## config.mk

```make
export PLATFORM = sky130hd
export DESIGN_NAME = psa_search_engine
export DESIGN_NICKNAME = d
export VERILOG_FILES = /design/src/rtl/psa_search_engine.sv
export SDC_FILE = /design/constraint.sdc
export NUM_CORES = 1
export LEC_CHECK = 0
export ABC_CLOCK_PERIOD_IN_PS = 4760
export BUFFER_PORTS_ARGS = -buffer_cell sky130_fd_sc_hd__buf_4
export CAP_MARGIN = 10
export CORE_MARGIN = 2
export CORE_UTILIZATION = 55
export DETAILED_ROUTE_END_ITERATION = 8
export PLACE_DENSITY_LB_ADDON = 0.1
export SLEW_MARGIN = 20
export SYNTH_ARGS = -nofsm -noshare
export SYNTH_HDL_FRONTEND = slang
export SYNTH_SLANG_ARGS = --single-unit
```

## constraint.sdc

```tcl
create_clock -name CLK100MHZ -period 4.76 [get_ports CLK100MHZ]
set_input_delay 0.238 -clock CLK100MHZ [delete_from_list [all_inputs] [get_ports CLK100MHZ]]
set_output_delay 0.238 -clock CLK100MHZ [all_outputs]
set_load 0.02 [all_outputs]
```

## src/rtl/psa_search_engine.sv

```systemverilog
// Pattern-search engine: caches a pattern from one BRAM and slides a data BRAM block past it.
// Optional macro PSA_WILDCARD_EN adds a WILDCARD pattern word that matches any data word.
module psa_search_engine #(
   parameter int AW     = 8,
   parameter int DW     = 8,
   parameter int MAX_PL = 16,
   parameter int CW     = 8
`ifdef PSA_WILDCARD_EN
   ,
   parameter logic [DW-1:0] WILDCARD = '1
`endif
) (
   input  logic          CLK100MHZ,
   input  logic          reset_n,
   input  logic          start,
   input  logic          mode,
   input  logic          resume,
   input  logic [AW-1:0] p,
   input  logic [AW-1:0] pl,
   input  logic [AW-1:0] b,
   input  logic [AW-1:0] bl,
   output logic [AW-1:0] addr_p,
   input  logic [DW-1:0] dout_p,
   output logic [AW-1:0] addr_d,
   input  logic [DW-1:0] dout_d,
   output logic          busy,
   output logic          match_valid,
   output logic [AW-1:0] found,
   output logic [CW-1:0] match_count,
   output logic          done,
   output logic          err
);
   localparam int FW = $clog2(MAX_PL + 1);

   typedef enum logic [2:0] {S_IDLE, S_LOAD, S_SCAN, S_PAUSE, S_DONE} state_t;

   state_t        state;
   logic          mode_reg;
   logic [AW-1:0] pl_reg;
   logic [AW-1:0] b_reg;
   logic [AW-1:0] bl_reg;
   logic [FW-1:0] ld_cnt;
   logic [FW-1:0] fill;
   logic [AW-1:0] issue_cnt;
   logic [AW-1:0] recv_cnt;
   logic          rd_vld;
   logic          win_vld;

   // Both arrays hold the newest word at index 0, so slot k of the window lines up with slot k of the pattern.
   logic [DW-1:0]     window [MAX_PL];
   logic [DW-1:0]     pat    [MAX_PL];
   logic [MAX_PL-1:0] elem_ok;

   logic req_bad;
   logic pat_shift;
   logic win_shift;
   logic hit;
   logic pause_now;
   logic last_cmp;

   assign req_bad   = (pl == '0) || (32'(pl) > MAX_PL) || (pl > bl);
   assign pat_shift = (state == S_LOAD) && (ld_cnt != '0);
   assign hit       = (state == S_SCAN) && win_vld && (32'(fill) >= 32'(pl_reg)) && (&elem_ok);
   assign pause_now = hit && !mode_reg;
   // A pausing match drops the word arriving this cycle; its address is re-issued on resume.
   assign win_shift = (state == S_SCAN) && rd_vld && !pause_now;
   assign last_cmp  = win_vld && (recv_cnt == bl_reg);

   generate
      for (genvar gi = 0; gi < MAX_PL; gi++) begin : g_cmp
         logic in_pat;
         logic eq;
         assign in_pat = (32'(pl_reg) > gi);
`ifdef PSA_WILDCARD_EN
         assign eq = (window[gi] == pat[gi]) || (pat[gi] == WILDCARD);
`else
         assign eq = (window[gi] == pat[gi]);
`endif
         assign elem_ok[gi] = !in_pat || eq;
      end
   endgenerate

   always_ff @(posedge CLK100MHZ or negedge reset_n) begin
      if (!reset_n) begin
         state       <= S_IDLE;
         mode_reg    <= 1'b0;
         pl_reg      <= '0;
         b_reg       <= '0;
         bl_reg      <= '0;
         ld_cnt      <= '0;
         fill        <= '0;
         issue_cnt   <= '0;
         recv_cnt    <= '0;
         rd_vld      <= 1'b0;
         win_vld     <= 1'b0;
         addr_p      <= '0;
         addr_d      <= '0;
         busy        <= 1'b0;
         match_valid <= 1'b0;
         found       <= '0;
         match_count <= '0;
         done        <= 1'b0;
         err         <= 1'b0;
         for (int i = 0; i < MAX_PL; i++) begin
            window[i] <= '0;
            pat[i]    <= '0;
         end
      end else begin
         match_valid <= 1'b0;
         win_vld     <= win_shift;

         if (pat_shift) begin
            pat[0] <= dout_p;
            for (int i = 1; i < MAX_PL; i++) pat[i] <= pat[i-1];
         end

         if (win_shift) begin
            window[0] <= dout_d;
            for (int i = 1; i < MAX_PL; i++) window[i] <= window[i-1];
            fill     <= (32'(fill) >= MAX_PL) ? fill : fill + FW'(1);
            recv_cnt <= recv_cnt + AW'(1);
         end

         if (hit) begin
            match_valid <= 1'b1;
            found       <= b_reg + recv_cnt - pl_reg;
            match_count <= (match_count == '1) ? match_count : match_count + CW'(1);
         end

         case (state)
            S_IDLE, S_DONE: begin
               if (start) begin
                  mode_reg    <= mode;
                  pl_reg      <= pl;
                  b_reg       <= b;
                  bl_reg      <= bl;
                  found       <= '0;
                  match_count <= '0;
                  ld_cnt      <= '0;
                  fill        <= '0;
                  issue_cnt   <= '0;
                  recv_cnt    <= '0;
                  rd_vld      <= 1'b0;
                  addr_p      <= p;
                  addr_d      <= b;
                  done        <= req_bad;
                  err         <= req_bad;
                  if (req_bad) begin
                     state <= S_DONE;
                  end else begin
                     state <= S_LOAD;
                     busy  <= 1'b1;
                  end
               end
            end

            S_LOAD: begin
               ld_cnt <= ld_cnt + FW'(1);
               if (32'(ld_cnt) + 1 < 32'(pl_reg)) addr_p <= addr_p + AW'(1);
               if (32'(ld_cnt) == 32'(pl_reg)) state <= S_SCAN;
            end

            S_SCAN: begin
               if (issue_cnt < bl_reg) begin
                  rd_vld    <= 1'b1;
                  issue_cnt <= issue_cnt + AW'(1);
                  addr_d    <= addr_d + AW'(1);
               end else begin
                  rd_vld <= 1'b0;
               end
               if (pause_now) begin
                  state     <= S_PAUSE;
                  rd_vld    <= 1'b0;
                  issue_cnt <= recv_cnt;
                  addr_d    <= b_reg + recv_cnt;
               end else if (last_cmp) begin
                  state  <= S_DONE;
                  busy   <= 1'b0;
                  done   <= 1'b1;
                  rd_vld <= 1'b0;
               end
            end

            S_PAUSE: begin
               if (resume) begin
                  if (recv_cnt == bl_reg) begin
                     state <= S_DONE;
                     busy  <= 1'b0;
                     done  <= 1'b1;
                  end else begin
                     state <= S_SCAN;
                  end
               end
            end

            default: state <= S_IDLE;
         endcase
      end
   end
endmodule

```

==> impl_results.md, run 1 <==
* Setup Slack @ Placement at 0.9059 ns
* Maxcap violations at 0
* Remaining Overflow, GRT at 0
* Vias/cell at about 5.8
* Initial antenna violation count at 0
* Slew margin rel. at around a quarter
* Detailed-route DRC error count at 0
* Ys async rst share at between 90% and 100%
* Final ANT Viol Nets at 0
* Setup tns final at 0 ns
* Worst EP arrival at ~4.3 ns
* Setup crit start: pl_reg[7]
* Post-synth EDFFs at 0
* HP Start: b[0]
* Adder-Cell Fraction of Synth Area at 3.837%
* Via count at 11260
* Status: finished, final reports clean
* RSZ-0062 raised after global routing: false
* Clock sink count at 348
* Mux share of post-synthesis cell area at 18.51%
* Critical path type: reg2reg
* Number of CTS-inserted buffers at 39
* Synth warn at 0
* Period utilization at roughly four fifths
* Leak at about 9.6 nW
* Worst Hold End: b_reg[0]
* Routed WL at 37930 um
* Routed wire length per instance at between 15 and 20 um
* Hold-fix buffers at CTS at 37
* FP Rows at 64
* Peak supply drop at about 0.32 mV
* Worst skew pair latency at between 0.5 and 0.6 ns
* Final worst setup slack at around 0.91 ns
* Global-route wire length before repair at 62670 um
* Sequential area share after synthesis at slightly above 50%
* Die Footprint at ~0.032 mm2
* Final Skew at ~0.023 ns
* I/O Pins at 89
* # port buffers at 88
* Worst Tran Pin Value at between 1 and 1.5 ns
* # diodes at 0
* Syn_area_per_cell at between 10 and 15 um2
* Fillers at about 2400
* Pin count of the biggest net entering global routing at approximately 130
* XOR/XNOR share of the synthesized area at 8.489%
* Layout net count at approximately 1600
* Cell count after synthesis at 1403
* Vias in the first global route at approximately 12000
* Layout cell share with drive strength beyond 1 at roughly 28%
* Die Y at 179.9 um
* Worst r2r src: pl_reg[7]
* Reg2Reg Depth at 9
* Detailed Route Iter0 Violations at ~630
* Compound-gate portion of the synthesized area at 6.607%
* H-tree level count at 2
* Area Overhead vs Synth at 15.96%
* Estimated wirelength of the detail-placed design at about 26000 um
* Crit end category: register
* Core ar. at roughly 0.031 mm2
* Placed cell count at 1849
* Top_reg_cell synth: dfrtp_1
* Post-CTS Resized at 0
* Max FO, Critical Path at 55
* Mapped Area at 0.01702 mm2
* RePlAce Congestion at about 0.83
* CTS root buf: clkbuf_16
* Longest Clk Path Bufs at 3
* #FFs+latches synth at 348
* DRT Pass-1 Iters at 5
* Final std cells w/o fill at 1955
* Synth Area in Simple Gates at 8.871%
* FF-to-FF End: window[2]
* Hold-critical path depth at 3
* Gr usage total at 23.82%
* F_max at between 200 and 300 MHz
* Die width at ~180 um
* Max-slew violation count at 0
* Worst-path clk slew at ~0.06 ns
* TritonCTS clock tree: built
* Critical path startpoint category: register
* Min cycle time layout at roughly 3.9 ns
* R2r setup slk at slightly above 0.9 ns
* Final setup fails at 0
* Largest registers: pat (128), window (128)
* Post-CTS Setup Inserts at 0
* Largest family of logic cells by synthesized area: multiplexers
* Post-Syn Nets at ~1500
* Critical path required time at around 5.2 ns
* Synth cell types at 69
* Final hold viol count at 0
* Initial Utilization at between 50% and 60%
* Hold WC Path Type: in2reg
* Power density cells at 364.9 mW/mm2
## critical path: stages, from the launching register on
cell	delay, ns
dfrtp_1	0.48
nor4_4	0.55
nand3_1	0.24
o21ai_0	0.22
nand4_1	0.16
or4b_1	0.63
o211ai_1	0.38
buf_12	0.34
buf_4	0.34
mux2_2	0.37
## layout make-up
type | instances | area, um2 | area share [%]
Clock buffer | 56 | 1131 | 5.730
Clock inverter | 12 | 102.6 | 0.5197
Inverter | 43 | 161.4 | 0.8176
Multi-Input combinational cell | 955 | 7893 | 39.98
Sequential cell | 348 | 8708 | 44.11
Tap cell | 396 | 495.5 | 2.510
Timing Repair Buffer | 145 | 1249 | 6.326
## metal layers
layer  wire, um  track usage (%)  vias up
li1           -                -     5270
met1      17540            33.56     5703
met2      18140            39.14      237
met3       1615            3.586       48
met4        632            5.593        0
met5          0                0        -
## Yosys cell counts (all sizes together) (5+ instances only)
| library cell | n | area (um2) |
|---|---|---|
| a21o | 7 | 52.55 |
| a21oi | 30 | 150.1 |
| a22o | 7 | 70.07 |
| a31oi | 5 | 46.29 |
| a32o | 5 | 50.05 |
| and2 | 7 | 43.79 |
| and3 | 12 | 75.07 |
| buf | 24 | 146.4 |
| clkbuf | 33 | 123.9 |
| dfrtp | 348 | 8708 |
| ha | 49 | 613.1 |
| inv | 43 | 161.4 |
| mux2 | 262 | 2950 |
| mux2i | 20 | 200.2 |
| nand2 | 89 | 334.1 |
| nand2b | 5 | 31.28 |
| nand3 | 27 | 135.1 |
| nand4 | 33 | 206.5 |
| nand4b | 5 | 43.79 |
| nor2 | 44 | 177.7 |
| nor2b | 6 | 37.54 |
| nor3 | 18 | 90.09 |
| nor4 | 17 | 121.4 |
| o211ai | 10 | 75.07 |
| o21ai | 45 | 225.2 |
| o22ai | 10 | 62.56 |
| o31ai | 8 | 60.06 |
| or2 | 5 | 31.28 |
| or3 | 9 | 56.30 |
| xnor2 | 118 | 1033 |
| xor2 | 47 | 411.6 |
## logic make-up (layout without fill, tap and decap cells)
group / Yosys count / count (layout)
AOI/OAI and AO/OA: 165 / 165
buffers and inverters: 100 / 256
muxes: 282 / 282
DFF: 348 / 348
and+or+nand+nor: 292 / 292
adders and majority gates: 51 / 51
xor gates and xnor gates: 165 / 165
## power by group
part | leakage, nW | total [mW] | internal [mW] | switching [mW]
Clock | 0.611 | 2.90 | 1.71 | 1.20
Sequential | 4.73 | 3.35 | 3.15 | 0.202
Combinational | 4.25 | 0.950 | 0.462 | 0.488
Total | 9.60 | 7.20 | 5.32 | 1.89
## placed cells by master, fill, tap and decap left out, types with 9 or more instances in the layout
cell type,instances
mux2i_1,20
nor2_1,40
o21ai_0,44
dlygate4sd3_1,37
clkbuf_16,40
nand3_1,27
and3_1,12
nand2_1,89
dfrtp_1,348
inv_1,42
o22ai_1,10
xor2_1,47
buf_4,101
xnor2_1,118
or3_1,9
nor3_1,18
ha_1,49
o211ai_1,10
mux2_2,257
nand4_1,33
nor4_1,16
clkbuf_1,9
a21oi_1,30
## how the worst max path moves through the flow
stage | endpoint | slack, ns | cells after the start
after global placement | window[15] | 1.0 | 9
after global routing | window[2] | 0.70 | 9
after detailed placement | window[2] | 0.91 | 9
after CTS | window[2] | 0.88 | 9
after floorplan | addr_d[0] | 1.68 | 11
final | window[2] | 0.91 | 9
## through the flow
stage / cell area [um2] / util (%) / power [mW] / hold slack [ns]
2_1_floorplan: 17020 / - / 3.962 / -0.05759
3_3_place_gp: 18130 / 59.43 / 4.302 / 0.2751
3_5_place_dp: 18130 / 59.43 / 4.327 / 0.2794
4_1_cts: 19740 / 64.69 / 7.266 / 0.0006846
5_1_grt: 19740 / 64.70 / 7.526 / 0.01459
6_report: 19740 / 64.70 / 7.203 / 0.01633
Power figures use the tool's default switching activity.
==> run 2, diff against run 1 <==
--- a/config.mk
+++ b/config.mk
@@ -5,7 +5,8 @@
 export SDC_FILE = /design/constraint.sdc
 export NUM_CORES = 1
 export LEC_CHECK = 0
-export ABC_CLOCK_PERIOD_IN_PS = 4760
+export ABC_AREA = 1
+export ABC_CLOCK_PERIOD_IN_PS = 3900
 export BUFFER_PORTS_ARGS = -buffer_cell sky130_fd_sc_hd__buf_4
 export CAP_MARGIN = 10
 export CORE_MARGIN = 2
==> constraint.sdc (replaced) <==
create_clock -name CLK100MHZ -period 3.9 [get_ports CLK100MHZ]
set_input_delay 0.195 -clock CLK100MHZ [delete_from_list [all_inputs] [get_ports CLK100MHZ]]
set_output_delay 0.195 -clock CLK100MHZ [all_outputs]
set_load 0.02 [all_outputs]
==> impl_results.md, run 2 <==
* Critical path type: reg2reg
* Synth top area share at 48.61%
* DRT Pass-1 Iters at 5
* Placed cell count at approximately 2700
* Slew margin rel. at 32.78%
* Longest Clk Path Bufs at 3
* Worst Tran Pin Value at between 1 and 1.5 ns
* Ys async rst share at 100.0%
* Core ar. at 0.03229 mm2
* Worst skew pair latency at 0.54 ns
* Layout cell share with drive strength beyond 1 at 10.11%
* Setup tns final at 0 ns
* #FFs+latches synth at 348
* Final setup fails at 0
* Vias/cell at around 5.1
* Hold WC Path Type: in2reg
* Synth cell types at 45
* Global-route wire length before repair at between 60000 and 70000 um
* Area Overhead vs Synth at 15.82%
* Critical path required time at between 4 and 5 ns
* Post-synth EDFFs at 0
* Die Footprint at around 0.034 mm2
* Syn_area_per_cell at between 8 and 9 um2
* Sw Share at between 20% and 30%
* CTS root buf: clkbuf_16
* RSZ-0062 raised after global routing: false
* Remaining Overflow, GRT at 0
* Top post-synthesis cells by area: dfrtp_1 (49%), nand2_1 (14%), inv_1 (5.5%), xnor2_1 (5.2%), o21ai_0 (3.6%)
* FP Rows at 66
* Initial Utilization at between 50% and 60%
* Leak at 10.11 nW
* Power density cells at just over 400 mW/mm2
* Power, Total at around 8.5 mW
* Vias in the first global route at 13960
* Critical path startpoint category: register
* I/O Pins at slightly below 90
* Clock sink count at 348
* Most common library cell in the layout ignoring fill and taps: nand2_1
* Crit end category: register
* Detailed Route Iter0 Violations at between 1000 and 1500
* Post-Syn Nets at about 2300
* Internal at about 6.3 mW
* Combinational power share at 11.7%
* Final Skew at approximately 0.012 ns
* Worst EP arrival at approximately 3.6 ns
* Initial antenna violation count at 1
* Routed WL at ~40000 um
* Cell count after synthesis at 2195
* Synth warn at 0
* Post-layout util at between 60% and 70%
* Commonest cells after routing, fill and taps aside: nand2_1 (652), dfrtp_1 (348), inv_1 (263), nor2_1 (139), o21ai_0 (130)
* Max-slew violation count at 0
* Area leader, netlist: dfrtp_1
* Worst-path clk slew at ~0.060 ns
* H-tree level count at 2
* Maxcap violations at 0
* Mapped Area at 0.01791 mm2
* Top-count cell post-synth: nand2_1
* Gr usage total at 24.40%
* Final hold viol count at 0
* Period utilization at roughly 81%
* Peak supply drop at roughly 0.35 mV
* Status: finished, final reports clean
* RePlAce Congestion at approximately 0.90
* Max FO, Critical Path at 17
* Final std cells w/o fill at 2787
* Largest registers: pat (128), window (128)
* Routed wire length per instance at about 14 um
* TritonCTS clock tree: built
* Seq pwr share at between 40% and 50%
* Net Switching at about 2.2 mW
* Estimated wirelength of the detail-placed design at around 27000 um
* # diodes at 0
* F_max at 316.8 MHz
* Final ANT Viol Nets at 0
* Layout net count at between 2000 and 2500
* Top_reg_cell synth: dfrtp_1
* # port buffers at 88
* Pin count of the biggest net entering global routing at about 240
* Number of CTS-inserted buffers at 40
* Detailed-route DRC error count at 0
* Sequential area share after synthesis at roughly half
* Die Y at between 150 and 200 um
* Via count at around 14000
* Post-synth top cells: nand2_1 (652), dfrtp_1 (348), inv_1 (263)
* Post-CTS Resized at 0
* Clock power frac at a little over two fifths
* Die width at between 150 and 200 um
* Min cycle time layout at ~3.2 ns
==> run 2: layer usage <==
layer	GRT usage (%)	part of all wire, %
met5	0	0.032
met4	6.464	2.0
met3	4.090	4.8
met2	39.97	47
met1	33.78	46
==> run 2: kinds of logic (layout without fill, tap and decap cells) <==
family / Yosys count / count (layout) / share of synthesized area [%]
XOR/XNOR: 126 / 126 / 6.160
adder cells (fa/ha/maj): 51 / 51 / 3.646
multiplexers: 7 / 7 / 0.4400
buffers and inverters: 347 / 497 / 8.074
AND/OR/NAND/NOR: 934 / 934 / 21.32
AO/OA/AOI/OAI: 382 / 382 / 11.75
flip-flops: 348 / 348 / 48.61
==> run 2: repair_timing <==
action | 4_1_cts | 5_1_grt
hold buffers | 50 | 0
hold endpoints to repair | 168 | 0
setup buffers | 0 | 0
==> run 2: worst max-delay path: stages (launching register included) <==
cell     delay, ns
dfrtp_1       0.40
inv_1         0.06
nor2_1        0.15
nand2_1       0.41
nor3_1        0.34
nand2_1       0.15
nor2_1        0.16
nand2_1       0.08
nor2_2        0.19
nand3_2       0.22
nand2_1       0.13
nand2_2       0.24
nand2_2       0.36
nand2_1       0.10
nand2_1       0.08
==> run 2: path summary, 6_finish.rpt <==
path,startpoint,end,slack [ns],cells after the start
hold reg to reg,b_reg[0],b_reg[0],0.49,2
setup reg to reg,state[1],issue_cnt[3],0.74,14
hold / removal,bl[7],bl_reg[7],0.03,3
min in group asynchronous,reset_n,pat[1],0.33,2
max in group asynchronous,reset_n,pat[90],2.46,3
setup / recovery,state[1],issue_cnt[3],0.74,14
==> run 2: power groups by stage <==
stage	Sequential, mW	Combinational (mW)	Clock [mW]
after global routing	3.83	1.12	3.91
after floorplan	3.89	0.562	0
after detailed placement	3.88	0.951	0
final	3.82	0.996	3.66
after CTS	3.82	0.995	3.74
after global placement	3.88	0.932	0
==> run 2: cell type report <==
class | instances | area (um2)
clock buffers | 59 | 1214
clock inverters | 10 | 85.08
fillers | 2799 | 11540
inverters | 269 | 1012
multi-input cells | 1500 | 7787
flip-flops and latches | 348 | 8708
well taps | 442 | 553.0
repair buffers | 159 | 1389
==> run 2: metrics by stage <==
stage	hold WS (ns)	worst slack (ns)	instance area, um2
2_1_floorplan	-0.1006	1.313	17910
3_3_place_gp	0.3686	0.8667	18950
3_5_place_dp	0.3693	0.8114	18950
4_1_cts	0.01213	0.7883	20750
5_1_grt	0.04846	0.5179	20750
6_report	0.02794	0.7434	20750
